[config.mk]
export PLATFORM = sky130hd
export DESIGN_NAME = dna_port_emu
export DESIGN_NICKNAME = d
export VERILOG_FILES = /design/src/rtl/dna_port_emu.sv
export SDC_FILE = /design/constraint.sdc
export NUM_CORES = 1
export LEC_CHECK = 0
export CORE_ASPECT_RATIO = 0.7
export CORE_UTILIZATION = 53
export CTS_CLUSTER_SIZE = 12
export DETAILED_ROUTE_END_ITERATION = 16
export GPL_ROUTABILITY_DRIVEN = 0
export GPL_TIMING_DRIVEN = 0
export HOLD_SLACK_MARGIN = 0.08
export PLACE_DENSITY = 0.79
export REMOVE_ABC_BUFFERS = 1
export SLEW_MARGIN = 5
export SYNTH_ARGS = -nofsm -noshare
export SYNTH_HDL_FRONTEND = slang
export SYNTH_SLANG_ARGS = --single-unit
[constraint.sdc]
create_clock -name clk -period 2.3 [get_ports clk]
set_input_delay 0.46 -clock clk [delete_from_list [all_inputs] [get_ports clk]]
set_output_delay 0.46 -clock clk [all_outputs]
set_load 0.1 [all_outputs]
[src/rtl/dna_port_emu.sv]
// -----------------------------------------------------------------------------
// dna_port_emu
//   Behavioural responder for the 7-series DNA_PORT serial interface. A read
//   loads the device ID into a 57-bit shift register. Each shift then presents
//   the ID MSB first on dout while din fills the register from the LSB side.
//
//   Optional feature macro: DNA_EMU_WR_EN
//     When this macro is defined, the ID can be written once, before the first
//     read, through a wr_valid/wr_ready handshake.
//     When it is undefined, the ID is the constant DNA_VALUE.
// -----------------------------------------------------------------------------
module dna_port_emu #(
  parameter int               DNA_W     = 57,
  parameter logic [DNA_W-1:0] DNA_VALUE = 57'h123456789ABCDEF
) (
  input  logic             clk,
  input  logic             rst,
  input  logic             read,
  input  logic             shift,
  input  logic             din,
  output logic             dout,
  output logic [6:0]       shift_cnt,
  output logic             exhausted,
  output logic             loaded
`ifdef DNA_EMU_WR_EN
  ,
  input  logic             wr_valid,
  input  logic [DNA_W-1:0] wr_data,
  output logic             wr_ready
`endif
);

  // The state name mirrors the loaded/shift_cnt encoding. It keeps the
  // transitions readable without adding any decode logic on the outputs.
  typedef enum logic [1:0] {
    IDLE,
    LOADED,
    SHIFTING,
    EXHAUSTED
  } state_t;

  localparam logic [6:0] LAST_CNT = 7'(DNA_W);

  state_t           state;
  logic [DNA_W-1:0] sr;
  logic [DNA_W-1:0] id_reg;

`ifdef DNA_EMU_WR_EN
  // The ID is programmable only until the first read. A read in the same cycle
  // takes priority: it loads the old ID, and the write is not accepted.
  assign wr_ready = !loaded && !read;

  // Capture an accepted write. It takes effect at the next read.
  always_ff @(posedge clk or posedge rst) begin
    if (rst) begin
      id_reg <= DNA_VALUE;
    end else if (wr_valid && wr_ready) begin
      id_reg <= wr_data;
    end
  end
`else
  assign id_reg = DNA_VALUE;
`endif

  // The MSB of the shift register is the serial output at all times.
  assign dout = sr[DNA_W-1];

  // Reader-facing FSM: a read (re)loads the ID, and a shift walks it out.
  always_ff @(posedge clk or posedge rst) begin
    // NOTE: sequential state uses non-blocking assignments only. Every flop
    // then samples pre-edge values, whatever order the statements are in.
    if (rst) begin
      state     <= IDLE;
      sr        <= '0;
      shift_cnt <= '0;
      exhausted <= 1'b0;
      loaded    <= 1'b0;
    end else if (read) begin
      // A read overrides any shift in the same cycle.
      state     <= LOADED;
      sr        <= id_reg;
      shift_cnt <= '0;
      exhausted <= 1'b0;
      loaded    <= 1'b1;
    end else if (shift) begin
      // The register shifts in every state. Only the counter depends on state.
      sr <= {sr[DNA_W-2:0], din};
      unique case (state)
        IDLE: begin
          // Shifts before the first read are not counted.
        end
        LOADED: begin
          state     <= SHIFTING;
          shift_cnt <= 7'd1;
        end
        SHIFTING: begin
          shift_cnt <= shift_cnt + 7'd1;
          if (shift_cnt == LAST_CNT - 7'd1) begin
            state     <= EXHAUSTED;
            exhausted <= 1'b1;
          end
        end
        EXHAUSTED: begin
          // The counter holds at its saturation value.
        end
        default: state <= IDLE;
      endcase
    end
  end

endmodule

**Word level (Yosys, flattened, before mapping)**

Index checks and enable logic that the tools add are counted.
Widths: inputs -> output; s select.

- Add/sub/neg operators: 1
- Equality and inequality tests: 4
- Multiplexer cells: 13
- Reductions and logical operators: 7

Operators with widths:

| kind | number |
|---|---|
| $mux 57 | 2 |
| $mux 7 | 2 |
| $pmux 7 s2 | 1 |
| $add 7x1->7 const B | 1 |
| $eq 7x6->1 const B | 1 |
| $mux 2 | 3 |
| $reduce_and 3->1 | 2 |
| $reduce_bool 2->1 | 3 |
| $mux 1 | 4 |
| $pmux 2 s2 | 1 |
| $ne 3x3->1 const B | 1 |
| $reduce_bool 3->1 | 1 |
| $eq 2x1->1 const B | 1 |
| $eq 2x2->1 const B | 1 |
| $reduce_and 2->1 | 1 |

- Register bits after elaboration: 68
- Input port bits: 5
- Output and inout port bits: 10
- Logic and storage cells: 30

**Depth between registers and ports, before layout**

- Depth in word-level cells: 5
- Depth in mapped cells: 6
- Gate-level depth less buffers: 6

**Worst setup path after synthesis**

Ideal clock, no wire load.

- Path type: flip-flop to flip-flop
- Start: reg shift_cnt[0]
- End: reg shift_cnt[6]
- Library setup time: 0.072 ns
- Data arrival time: 1.967 ns
- Setup slack: 0.261 ns
- Cell stages (with the launch flop): 6
- Buffers on the path: 0
- Clock period less this slack: 2.039 ns
- Cell sequence: dfrtp_1 -> ha_1 -> nand3_1 -> nor3_1 -> mux2_2 -> nor2_1

- Word-level cells in the longest chain between the ends: 4

RTL lines:

| element | RTL line | RTL |
|---|---|---|
| start, declared | 22 | `output logic [6:0] shift_cnt,` |
| start signal, assigned | 97 | `shift_cnt <= shift_cnt + 7'd1;` |
| $add 7x1->7 | 97 |  |
| $pmux 7 s2 | 88 | `unique case (state)` |
| $mux 7 | 85 | `end else if (shift) begin` |
| $mux 7 | 78 | `end else if (read) begin` |

No other way between the ends. The select of a mux whose other input is x is not followed.
A chain may end at the register's enable or synchronous reset.

**Final worst setup path**

- Start: reg shift_cnt[5]
- End: out shift_cnt[5]

No word-level cell between the ends.

==> flow_summary.toml <==
[clocking]
numCtsBuffers = 9
cts_tree = "built"
cts_buffer_depth = 2
root_buffer = "clkbuf_8"
cts_setup_buffers = 0
path_clk_slew_ps = 70
clock_sinks = 68
insertion_delay_ps = 340
h-tree-depth = 3

[sta]
final_hold_viol_count = 0
max_freq_mhz = 469
slew_violations = 0
postLayoutSetupSlackWorst_ps = 170
setup_viol = 0
tightest_slew_ps = 957
slew_headroom_pct = 36.1
finalCritPeriodShare_pct = 92.6
post-route-min-period_ps = 2130
fin_skew_ps = 3.04
rsz0062_at_grt = "no"

[die]
chipWidth_um = 91.4
die-area_um2 = 5900
io-pin-count = 15
die_h_um = 64.6
start_util_pct = 55.8
rows = 22
core_um2 = 5310

[place]
port_buffers = 14
placed_cells = 327
hpwl_mm = 2.84
place_area_um2 = 3130
place_ws_ps = 244

[grt]
grt_usage_pct = 18.3
grt_max_degree = 77
grt_pass1_wl_mm = 8.25
grt_pass1_vias = 1789
antenna_found_initial = 0
grt_overflow_total = 0

[yosys]
synth-seq-area-share_pct = 57.4
synth_flop_cell = "dfrtp_1"
synth_top_cell_area_share_pct = 57.4
synth_edf_count = 0
synth_area_leader_cell = "dfrtp_1"
ys_seq_elements = 68
ys_top_cells_by_area = "dfrtp_1 (57%), a211o_1 (9.5%), mux2i_1 (9.1%)"
synth_area_um2 = 2960
async_flop_share_pct = 100
ys.warnings.count = 0
syn_area_per_cell_um2 = 11.4
netlist_instances = 259
ys_types = 30

[route]
route.detailed.drc = 0
routedWlPerCell_um = 13.8
ant_nets = 0
wirelength_mm = 4.73
drt_iter0_markers = 108
num_vias = 1889
drt_pass1_iterations = 4
avgViaCountPerCell = 5.52

[job]
drv_cap = 0

[power_and_ir_drop]
vdd_drop_max_mv = 0.517
leakage_nw = 1.50
power_density_nw_per_um2 = 762
total_power_mw = 2.53

[critical_path]
critPathLaunchType = "flop"
crit_path_end_kind = "output pin"
path_class = "reg2out"
crit_family = "buffers and inverters"
critPathRequiredTime_ps = 1840
path_buf_inv = 1
worstPathCellList = "dlygate4sd2_1"
path_max_fanout = 6
slowest_delay_ps = 890
cpMaxStageDelayCell = "dlygate4sd2_1"
cp.arrival_ps = 1670

[status]
status = "completed"

[cells_and_area]
area_delta_synth_final_pct = 12.2
num_antenna_cells = 0
final_cell_mix = "dfrtp_1 (68), nor2b_1 (33), a211o_1 (32), nor2_1 (32), mux2i_1 (27)"
final_area_um2 = 3330
final_common_cell = "dfrtp_1"
final_core_utilization_pct = 62.6
nFillCells = 444
finalNetCount = 273
final_cells = 342
layout-drive-gt1-share_pct = 8.52

[worst_hold_path]
hp-class = "reg2reg"
-- final timing paths --
path / cells after the start / slack, ps / startpoint / endpoint
worst max-delay path: 1 / 170 / shift_cnt[5] / shift_cnt[5]
worst min-delay path: 1 / 470 / loaded / loaded
worst max register to register: 4 / 770 / state[0] / shift_cnt[6]
worst min register to register: 1 / 470 / loaded / loaded
max in group asynchronous: 2 / 1140 / rst / sr[5]
min in group asynchronous: 2 / 640 / rst / sr[23]
-- kinds of logic after synthesis --
logic type	share of synthesized area, %
muxes	9.50
buffers and inverters	4.18
AOI/OAI and AO/OA	13.4
and+or+nand+nor	14.7
adders and majority gates	0.844
DFF	57.4
-- routing by layer --
metal	part of all wire [%]	global-route usage (%)
met1	49	23.2
met2	45	29.0
met3	5.1	7.39
met4	1.2	5.95
met5	0	0
-- synthesized netlist by cell type (all sizes together), types with 2 or more instances --
cell type   n
a211o      32
a21oi       8
buf        10
clkbuf     10
dfrtp      68
ha          2
inv         6
mux2i      27
nand2       5
nand2b      2
nand3       3
nor2       32
nor2b      33
nor3        2
nor4        4
o211ai      2
o21ai       3
-- where the power goes --
part           total (mW)  switching [mW]  internal [mW]
logic               0.247           0.146          0.101
clock network       0.972           0.421          0.552
registers            1.31          0.0463           1.27
-- per-stage QoR --
stage                     setup TNS (ps)  hold WS [ps]
after floorplan                        0           451
after global placement           -191190           450
after detailed placement               0           464
after CTS                              0           479
after global routing                   0           487
final                                  0           473
-- repair_timing --
item | 4_1_cts | 5_1_grt
setup endpoints to repair | 9 | 1
gates cloned | 0 | 0
gates resized for setup | 9 | 1
hold buffers | 0 | 0
-- registers in the layout, summed over array words and instances, names as in the netlist --
register	flops
state	2
sr	57
loaded	1
exhausted	1
shift_cnt	7
-- layout make-up --
| type | instances | area [µm²] | area share, % |
|---|---|---|---|
| inverter | 6 | 25.0 | 0.752 |
| tap | 72 | 90.1 | 2.71 |
| timing repair buffer | 16 | 171 | 5.15 |
| clock buffer | 11 | 151 | 4.55 |
| clock inverter | 4 | 48.8 | 1.47 |
| multi-input combinational | 165 | 1140 | 34.2 |
| sequential | 68 | 1700 | 51.2 |
Note: power is estimated with default switching activity, not from simulation.
